### src/rtl/spi_slave_rx.sv
// SPI mode-0 responder. All SPI pins are oversampled in the clk domain;
// nothing is clocked by SCLK. Receives MOSI words and returns tx_data words
// on MISO within the same frame; frames may carry back-to-back words.
module spi_slave_rx #(
    parameter int WIDTH     = 8,
    parameter bit MSB_FIRST = 1'b1
) (
    input  logic             clk,
    input  logic             rst,
    input  logic             sclk,
    input  logic             ss,
    input  logic             mosi,
    output logic             miso,
    output logic             miso_oe,
    input  logic [WIDTH-1:0] tx_data,
    output logic             tx_ack,
    output logic [WIDTH-1:0] rx_data,
    output logic             rx_valid,
    output logic             frame_active,
    output logic             frame_err
);

    localparam int               CNT_W = (WIDTH > 1) ? $clog2(WIDTH) : 1;
    localparam logic [CNT_W-1:0] LAST  = CNT_W'(WIDTH - 1);

    typedef enum logic {IDLE, ACTIVE} state_t;

    state_t           state, state_nxt;
    logic [2:0]       sclk_q;
    logic [2:0]       ss_q;
    logic [1:0]       mosi_q;
    logic             sclk_rise, sclk_fall, ss_fall, ss_rise;
    logic             start, stop, sample, shift;
    logic [CNT_W-1:0] bit_cnt;
    logic             word_done;
    logic [WIDTH-1:0] tx_sr, tx_shifted;
    logic [WIDTH-1:0] rx_sr, rx_next;

    function automatic logic first_bit(input logic [WIDTH-1:0] w);
        return MSB_FIRST ? w[WIDTH-1] : w[0];
    endfunction

    // Two-flop synchronisers plus a third flop on sclk/ss for edge detection;
    // ss resets high so reset release never looks like a frame start.
    always_ff @(posedge clk or posedge rst) begin
        if (rst) begin
            sclk_q <= '0;
            ss_q   <= '1;
            mosi_q <= '0;
        end else begin
            sclk_q <= {sclk_q[1:0], sclk};
            ss_q   <= {ss_q[1:0], ss};
            mosi_q <= {mosi_q[0], mosi};
        end
    end

    assign sclk_rise = sclk_q[1] & ~sclk_q[2];
    assign sclk_fall = ~sclk_q[1] & sclk_q[2];
    assign ss_fall   = ~ss_q[1] & ss_q[2];
    assign ss_rise   = ss_q[1] & ~ss_q[2];

    assign tx_shifted = MSB_FIRST ? (tx_sr << 1) : (tx_sr >> 1);
    assign rx_next    = MSB_FIRST ? {rx_sr[WIDTH-2:0], mosi_q[1]}
                                  : {mosi_q[1], rx_sr[WIDTH-1:1]};

    // Frame state register.
    always_ff @(posedge clk or posedge rst) begin
        if (rst) state <= IDLE;
        else     state <= state_nxt;
    end

    // Next state and per-cycle action strobes; SS edges win over SCLK edges.
    always_comb begin
        state_nxt = state;
        start     = 1'b0;
        stop      = 1'b0;
        sample    = 1'b0;
        shift     = 1'b0;
        case (state)
            IDLE: begin
                if (ss_fall) begin
                    state_nxt = ACTIVE;
                    start     = 1'b1;
                end
            end
            ACTIVE: begin
                if (ss_rise) begin
                    state_nxt = IDLE;
                    stop      = 1'b1;
                end else if (sclk_rise) begin
                    sample = 1'b1;
                end else if (sclk_fall) begin
                    shift = 1'b1;
                end
            end
            default: state_nxt = IDLE;
        endcase
    end

    // Shift registers, bit counter and registered outputs.
    always_ff @(posedge clk or posedge rst) begin
        if (rst) begin
            tx_sr        <= '0;
            rx_sr        <= '0;
            rx_data      <= '0;
            bit_cnt      <= '0;
            word_done    <= 1'b0;
            miso         <= 1'b0;
            miso_oe      <= 1'b0;
            frame_active <= 1'b0;
            tx_ack       <= 1'b0;
            rx_valid     <= 1'b0;
            frame_err    <= 1'b0;
        end else begin
            tx_ack    <= 1'b0;
            rx_valid  <= 1'b0;
            frame_err <= 1'b0;
            if (start) begin
                tx_sr        <= tx_data;
                tx_ack       <= 1'b1;
                miso         <= first_bit(tx_data);
                bit_cnt      <= '0;
                word_done    <= 1'b0;
                miso_oe      <= 1'b1;
                frame_active <= 1'b1;
            end else if (stop) begin
                miso         <= 1'b0;
                miso_oe      <= 1'b0;
                frame_active <= 1'b0;
                frame_err    <= (bit_cnt != '0);
                bit_cnt      <= '0;
                word_done    <= 1'b0;
            end else if (sample) begin
                rx_sr <= rx_next;
                if (bit_cnt == LAST) begin
                    rx_data   <= rx_next;
                    rx_valid  <= 1'b1;
                    bit_cnt   <= '0;
                    word_done <= 1'b1;
                end else begin
                    bit_cnt <= bit_cnt + CNT_W'(1);
                end
            end else if (shift) begin
                // After a completed word the falling edge starts the next word
                // rather than shifting past the end of the old one.
                if (word_done) begin
                    tx_sr     <= tx_data;
                    tx_ack    <= 1'b1;
                    miso      <= first_bit(tx_data);
                    word_done <= 1'b0;
                end else begin
                    tx_sr <= tx_shifted;
                    miso  <= first_bit(tx_shifted);
                end
            end
        end
    end

endmodule

### config.mk
export PLATFORM = sky130hd
export DESIGN_NAME = spi_slave_rx
export DESIGN_NICKNAME = d
export VERILOG_FILES = /design/src/rtl/spi_slave_rx.sv
export SDC_FILE = /design/constraint.sdc
export NUM_CORES = 1
export LEC_CHECK = 0
export ABC_AREA = 1
export BUFFER_PORTS_ARGS = -buffer_cell sky130_fd_sc_hd__buf_2
export CAP_MARGIN = 10
export CORE_ASPECT_RATIO = 0.8
export CORE_MARGIN = 3
export CORE_UTILIZATION = 50
export DETAILED_ROUTE_END_ITERATION = 6
export PLACE_DENSITY = 0.77
export SETUP_SLACK_MARGIN = 0.05
export SYNTH_ARGS = -nofsm -noshare
export SYNTH_HDL_FRONTEND = slang
export SYNTH_SLANG_ARGS = --single-unit
### constraint.sdc
create_clock -name clk -period 1.2 [get_ports clk]
set_input_delay 0.06 -clock clk [delete_from_list [all_inputs] [get_ports clk]]
set_output_delay 0.06 -clock clk [all_outputs]
set_load 0.01 [all_outputs]
# Yosys cells after proc, flatten, opt, wreduce, memory -nomap -nowiden

Cells that the tools add are included.

Output and inout bits: 14
Bits in registers: 40
Logic and storage cells: 87

Bitwise gates (word level): 11
Mux-type cells: 45
Eq/ne operators: 5
$add $sub $neg: 1
Reductions and logical operators: 11

Operators by type and width:

| operator                                       | count |
|---|---|
| two-way mux 1 bit                              | 35 |
| two-way mux 7 bit                              | 5 |
| two-way mux 3 bit                              | 4 |
| nonzero test 3 bit                             | 3 |
| inverter 1 bit                                 | 7 |
| AND reduction 3 bit                            | 2 |
| bitwise AND 1 bit                              | 4 |
| != test 2 bit (second input constant)          | 2 |
| != test 4 x 3 -> 1 bit (second input constant) | 1 |
| AND reduction 2 bit                            | 2 |
| AND reduction 4 bit                            | 1 |
| nonzero test 2 bit                             | 2 |
| nonzero test 4 bit                             | 1 |
| adder 3 x 1 -> 3 bit (second input constant)   | 1 |
| equality test 3 bit (second input constant)    | 1 |
| != test 3 bit (second input constant)          | 1 |
| one-hot mux 1 bit (2 select lines)             | 1 |

# Depth between registers and ports, before layout

Depth in word-level cells: 10
Depth in mapped cells: 8
Mapped depth without buffers: 7

# Least setup slack after synthesis

OpenSTA, ideal clock, no wires.

Path kind: register to register
From: reg ss_q[2]
To: reg miso
Data arrival time: 1065 ps
Path slack: 18 ps
Stages on the path, launching flop included: 7
Clock period less this slack: 1182 ps
Cell sequence: dfstp_2 inv_1 nand2_2 nand3_1 buf_2 nand3_1 nand2_1

Longest elaborated chain between the ends: 6
Elaborated cells on any way between the ends: 16
Those cells by class: 1 x eq/ne; 10 x mux; 3 x bitwise; 2 x reduce/logical

RTL lines:

| item                                                                             | RTL line | RTL |
|---|---|---|
| start: declaration                                                               | 30       | `logic [2:0] ss_q;` |
| start signal: assignment                                                         | 52       | `ss_q <= {ss_q[1:0], ss};` |
| inverter 1 bit                                                                   | 60       | `assign ss_rise = ss_q[1] & ~ss_q[2];` |
| bitwise AND 1 bit                                                                | 60       |  |
| two-way mux 1 bit                                                                | 87       | `if (ss_rise) begin` |
| two-way mux 1 bit                                                                | 79       | `case (state)` |
| != test 3 bit (no source line), or another cell as far along                     | --       |  |
| AND reduction 2 bit (no source line) / two-way mux 1 bit (equally long branches) | --       |  |
| end signal: assignment                                                           | 121      | `miso <= first_bit(tx_data);` |
| end signal: assignment                                                           | 149      | `miso <= first_bit(tx_data);` |
| end signal: assignment                                                           | 153      | `miso <= first_bit(tx_shifted);` |
| end: declaration                                                                 | 13       | `output logic miso,` |

Parallel ways exist; a longest one is shown, timed or not.
A chain may end at the register's enable or synchronous reset.

# Worst setup path after layout

Same ends and word-level chain as after synthesis.

==> flow_summary.yaml <==
critical_path:
  timing.critical_path.mode_cell: "sky130_fd_sc_hd__nand2_1"
  critPathRequiredTime_ps: 1390
  timing.critical_path.to_type: "flop"
  cp_slowest_stage_delay_ps: 570
  cp_data_arrival_time_ps: 1530
  crit_chain: "buf_6, nand3_4, buf_6, nand3_2, nand2_1, nand2_1, nand2_1"
  critical_path_peak_fanout: 8
  crit_buf_inv: 2
  timing.reg2reg.worst_path_depth: 7
  path_delay_family: "flip-flops"
  start_kind: "flop"
  worst_path_max_delay_cell: "sky130_fd_sc_hd__dfstp_2"
  path_depth: 7
  timing_worst_setup_path_type: "flop to flop"
route:
  firstDrtPassIters: 4
  drt_wl_total_um: 4300
  routed_wire_length_per_instance_um: 14.19
  drtAntennaViolNets: 0
  drtIter0Drc: 90
  drc: 0
  route.detailed.vias_per_inst: 5.066
  vias: 1535
pwr:
  clock_power_share_pct: 25.9
  power.ir.vdd_worst_uv: 706.1
  proportion_of_total_power_due_to_net_switching_pct: 32.53
  p_comb_share_pct: 25.6
  power.share.sequential_pct: 48.5
  power.internal_w: 0.002470
  cellPowerDensity_nw_per_um2: 1509
  netSwitchingPower_w: 0.001191
  leakagePower_nw: 1.328
  power_w: 0.003661
final_layout:
  areaGrowthSynthToFinish_pct: 38.80
  drive_gt1_share_pct: 41.83
  design.final.nets: 278
  non_filler_instance_count_after_layout: 303
  antenna_cells: 0
yosys:
  synth.avg_cell_area_um2: 8.568
  post_synth_main_area_contributors: "sky130_fd_sc_hd__dfrtp_1, sky130_fd_sc_hd__nand2_1, sky130_fd_sc_hd__dfstp_2, sky130_fd_sc_hd__nand3_1, sky130_fd_sc_hd__inv_1"
  yosysWarningCount: 0
  mappedNetlistNets: 220
  synth_largest_type_area_fraction_pct: 52.97
  synth_edf_count: 0
  postSynthRegisterBits: 40
  post-synth-top-area-cell: "sky130_fd_sc_hd__dfrtp_1"
  synth-main-ff-cell: "sky130_fd_sc_hd__dfrtp_1"
  syn_area_um2: 1748
  synth_sequential_area_ratio_pct: 57.48
  yosysUniqueCellTypes: 20
  gate_count_post_synth: 204
  synth_most_common_cell: "sky130_fd_sc_hd__nand2_1"
  postSynth.asyncResetShare_pct: 100.0
  synthTopCellsByCount: "sky130_fd_sc_hd__nand2_1, sky130_fd_sc_hd__dfrtp_1, sky130_fd_sc_hd__nand3_1"
sta:
  timing_worst_slew_pin_value_ps: 318.2
  maxSlewViolCount: 0
  max_slew_margin_pct: 78.65
  clock.fmax_ghz: 0.7444
  timing_hold_violations_final: 0
  timing.final.crit_share_pct: 111.9
  period_needed_ps: 1343
  unrepaired_setup_endpoints_after_global_routing: "true"
  clock_skew_ps: 10.09
  finalSetupViolCount: 29
  hold-worst-slack_ps: 74.05
  post-route-worst-setup-slack_ps: -143.3
die:
  chipHeight_um: 58.89
  initial_utilization_pct: 54.27
  placeableCoreArea_um2: 3221
  die_area_um2: 4246
  pin_count: 27
  fp.dieW_um: 72.11
  std_cell_rows: 18
clocking:
  clk_transition_reported_paths_ps: 80
  clock_insertion_delay_worst_skew_ps: 300
  cts.sinks: 40
  cts_tree: "built"
  cts_max_path_buffers: 2
  clock_tree.htree_level_count: 2
  clk_root_buffer_cell: "sky130_fd_sc_hd__clkbuf_8"
  cts-buffers-inserted: 5
status:
  failed_checks: "negative setup slack"
  run_status: "complete, but fails checks"
placed_design:
  portBuffers: 26
  routabilityCongestion: 0.7534
  dp.cells: 281
  dp_hpwl_um: 2532
worst_hold_path:
  min-delay-path-class: "input port to flop"
  min_path_cells: 5
flow_run:
  maxCapViolations: 0
global_routing:
  grt_antenna_before_repair: 0
  first_global_vias: 1473
  first_pass_grt_wire_length_um: 6568
  gr-total-overflow: 0
  grt_start_max_net_pins: 41
  gr-usage-all-layers_pct: 20.54
[worst paths after layout]
path,slack [ps],endpoint,from
worst max register to register,-140,miso$_DFFE_PP0P_,ss_q[2]$_DFF_PP1_
max in group asynchronous,580,ss_q[1]$_DFF_PP1_,rst
min in group asynchronous,340,tx_sr[0]$_DFFE_PP0P_,rst
worst min register to register,360,mosi_q[1]$_DFF_PP0_,mosi_q[0]$_DFF_PP0_
worst min-delay path,70,tx_sr[2]$_DFFE_PP0P_,tx_data[2]
worst max-delay path,-140,miso$_DFFE_PP0P_,ss_q[2]$_DFF_PP1_
[metal layers]
layer	GRT usage, %	vias to the layer above	wire (um)
li1	-	737	-
met1	26.75	735	1871
met2	32.56	46	2142
met3	4.778	17	157
met4	9.920	0	128
met5	0	-	0
[layout by cell type (no fill, tap or decap)]
cell type and instances:
sky130_fd_sc_hd__nand2_1 86, sky130_fd_sc_hd__a21oi_1 1, sky130_fd_sc_hd__dfstp_2 3, sky130_fd_sc_hd__nand2_4 5, sky130_fd_sc_hd__nand3_4 2, sky130_fd_sc_hd__clkbuf_8 6, sky130_fd_sc_hd__o21ai_1 1, sky130_fd_sc_hd__nand4_4 1
sky130_fd_sc_hd__dlygate4sd3_1 4, sky130_fd_sc_hd__nand2_2 23, sky130_fd_sc_hd__nand3_2 2, sky130_fd_sc_hd__buf_4 15, sky130_fd_sc_hd__buf_2 26, sky130_fd_sc_hd__o21ai_2 2, sky130_fd_sc_hd__buf_12 1, sky130_fd_sc_hd__nor2_1 3
sky130_fd_sc_hd__clkinvlp_4 2, sky130_fd_sc_hd__nor2_4 3, sky130_fd_sc_hd__nand3_1 12, sky130_fd_sc_hd__inv_2 3, sky130_fd_sc_hd__inv_1 7, sky130_fd_sc_hd__inv_4 2, sky130_fd_sc_hd__dfrtp_2 1, sky130_fd_sc_hd__nand2_8 1
sky130_fd_sc_hd__ha_2 1, sky130_fd_sc_hd__dfrtp_1 36, sky130_fd_sc_hd__ha_1 2, sky130_fd_sc_hd__clkinv_1 1, sky130_fd_sc_hd__a21boi_2 1, sky130_fd_sc_hd__buf_6 10
[worst reg2reg max path, cell delays in order (launching register included)]
cell,delay (ps)
sky130_fd_sc_hd__dfstp_2,570
sky130_fd_sc_hd__buf_6,110
sky130_fd_sc_hd__nand3_4,150
sky130_fd_sc_hd__buf_6,190
sky130_fd_sc_hd__nand3_2,50
sky130_fd_sc_hd__nand2_1,60
sky130_fd_sc_hd__nand2_1,60
sky130_fd_sc_hd__nand2_1,60
[layout make-up]
| cell class | count | area, um2 |
|---|---|---|
| flip-flops and latches | 40 | 1006 |
| multi-input cells | 146 | 803.3 |
| fillers | 218 | 794.5 |
| repair buffers | 56 | 415.4 |
| clock buffers | 6 | 82.58 |
| inverters | 13 | 53.80 |
| well taps | 40 | 50.05 |
| clock inverters | 2 | 15.01 |
[per-stage QoR]
| step | setup slack, ps | cell area, um2 | util [%] | TNS (ps) |
|---|---|---|---|---|
| 2_1_floorplan | 34.25 | 1758 | - | 0 |
| 3_3_place_gp | -87.08 | 2018 | 62.67 | -923.7 |
| 3_5_place_dp | -149.1 | 2018 | 62.67 | -1988 |
| 4_1_cts | -106.0 | 2305 | 71.56 | -1656 |
| 5_1_grt | -212.4 | 2426 | 75.33 | -4858 |
| 6_report | -143.3 | 2426 | 75.33 | -2901 |
[state kept, by name (all words and copies together), names as in the netlist]
| name | flops |
|---|---|
| rx_data | 8 |
| rx_sr | 7 |
| tx_sr | 7 |
| bit_cnt | 3 |
| sclk_q | 3 |
| ss_q | 3 |
| mosi_q | 2 |
| frame_active | 1 |
| frame_err | 1 |
| miso | 1 |
| rx_valid | 1 |
| state | 1 |
| tx_ack | 1 |
| word_done | 1 |
[power by group through the flow]
| stage | Sequential, W | Combinational (W) | Clock [W] |
|---|---|---|---|
| 3_5_place_dp | 0.00175 | 0.000677 | 0 |
| 4_1_cts | 0.00175 | 0.000790 | 0.000955 |
| 3_3_place_gp | 0.00174 | 0.000641 | 0 |
| 6_report | 0.00177 | 0.000938 | 0.000949 |
| 5_1_grt | 0.00180 | 0.00104 | 0.000998 |
| 2_1_floorplan | 0.00174 | 0.000453 | 0 |
[timing repair]
| item | CTS | global route |
|---|---|---|
| endpoints found under the hold margin | 40 | 0 |
| hold buffers | 4 | 0 |
| setup buffers | 4 | 4 |
| resized for setup | 35 | 27 |
| endpoints found under the setup margin | 28 | 32 |
| pin swaps | 26 | 12 |
| gates cloned | 2 | 0 |
[kinds of logic (layout without fill, tap and decap cells)]
group	Yosys count	after routing	share of synthesized area [%]
AOI/OAI and AO/OA	5	5	1.574
buffers and inverters	19	77	5.654
and+or+nand+nor	137	138	33.14
DFF	40	40	57.48
adders and majority gates	3	3	2.148
(Power assumes the default switching activity.)
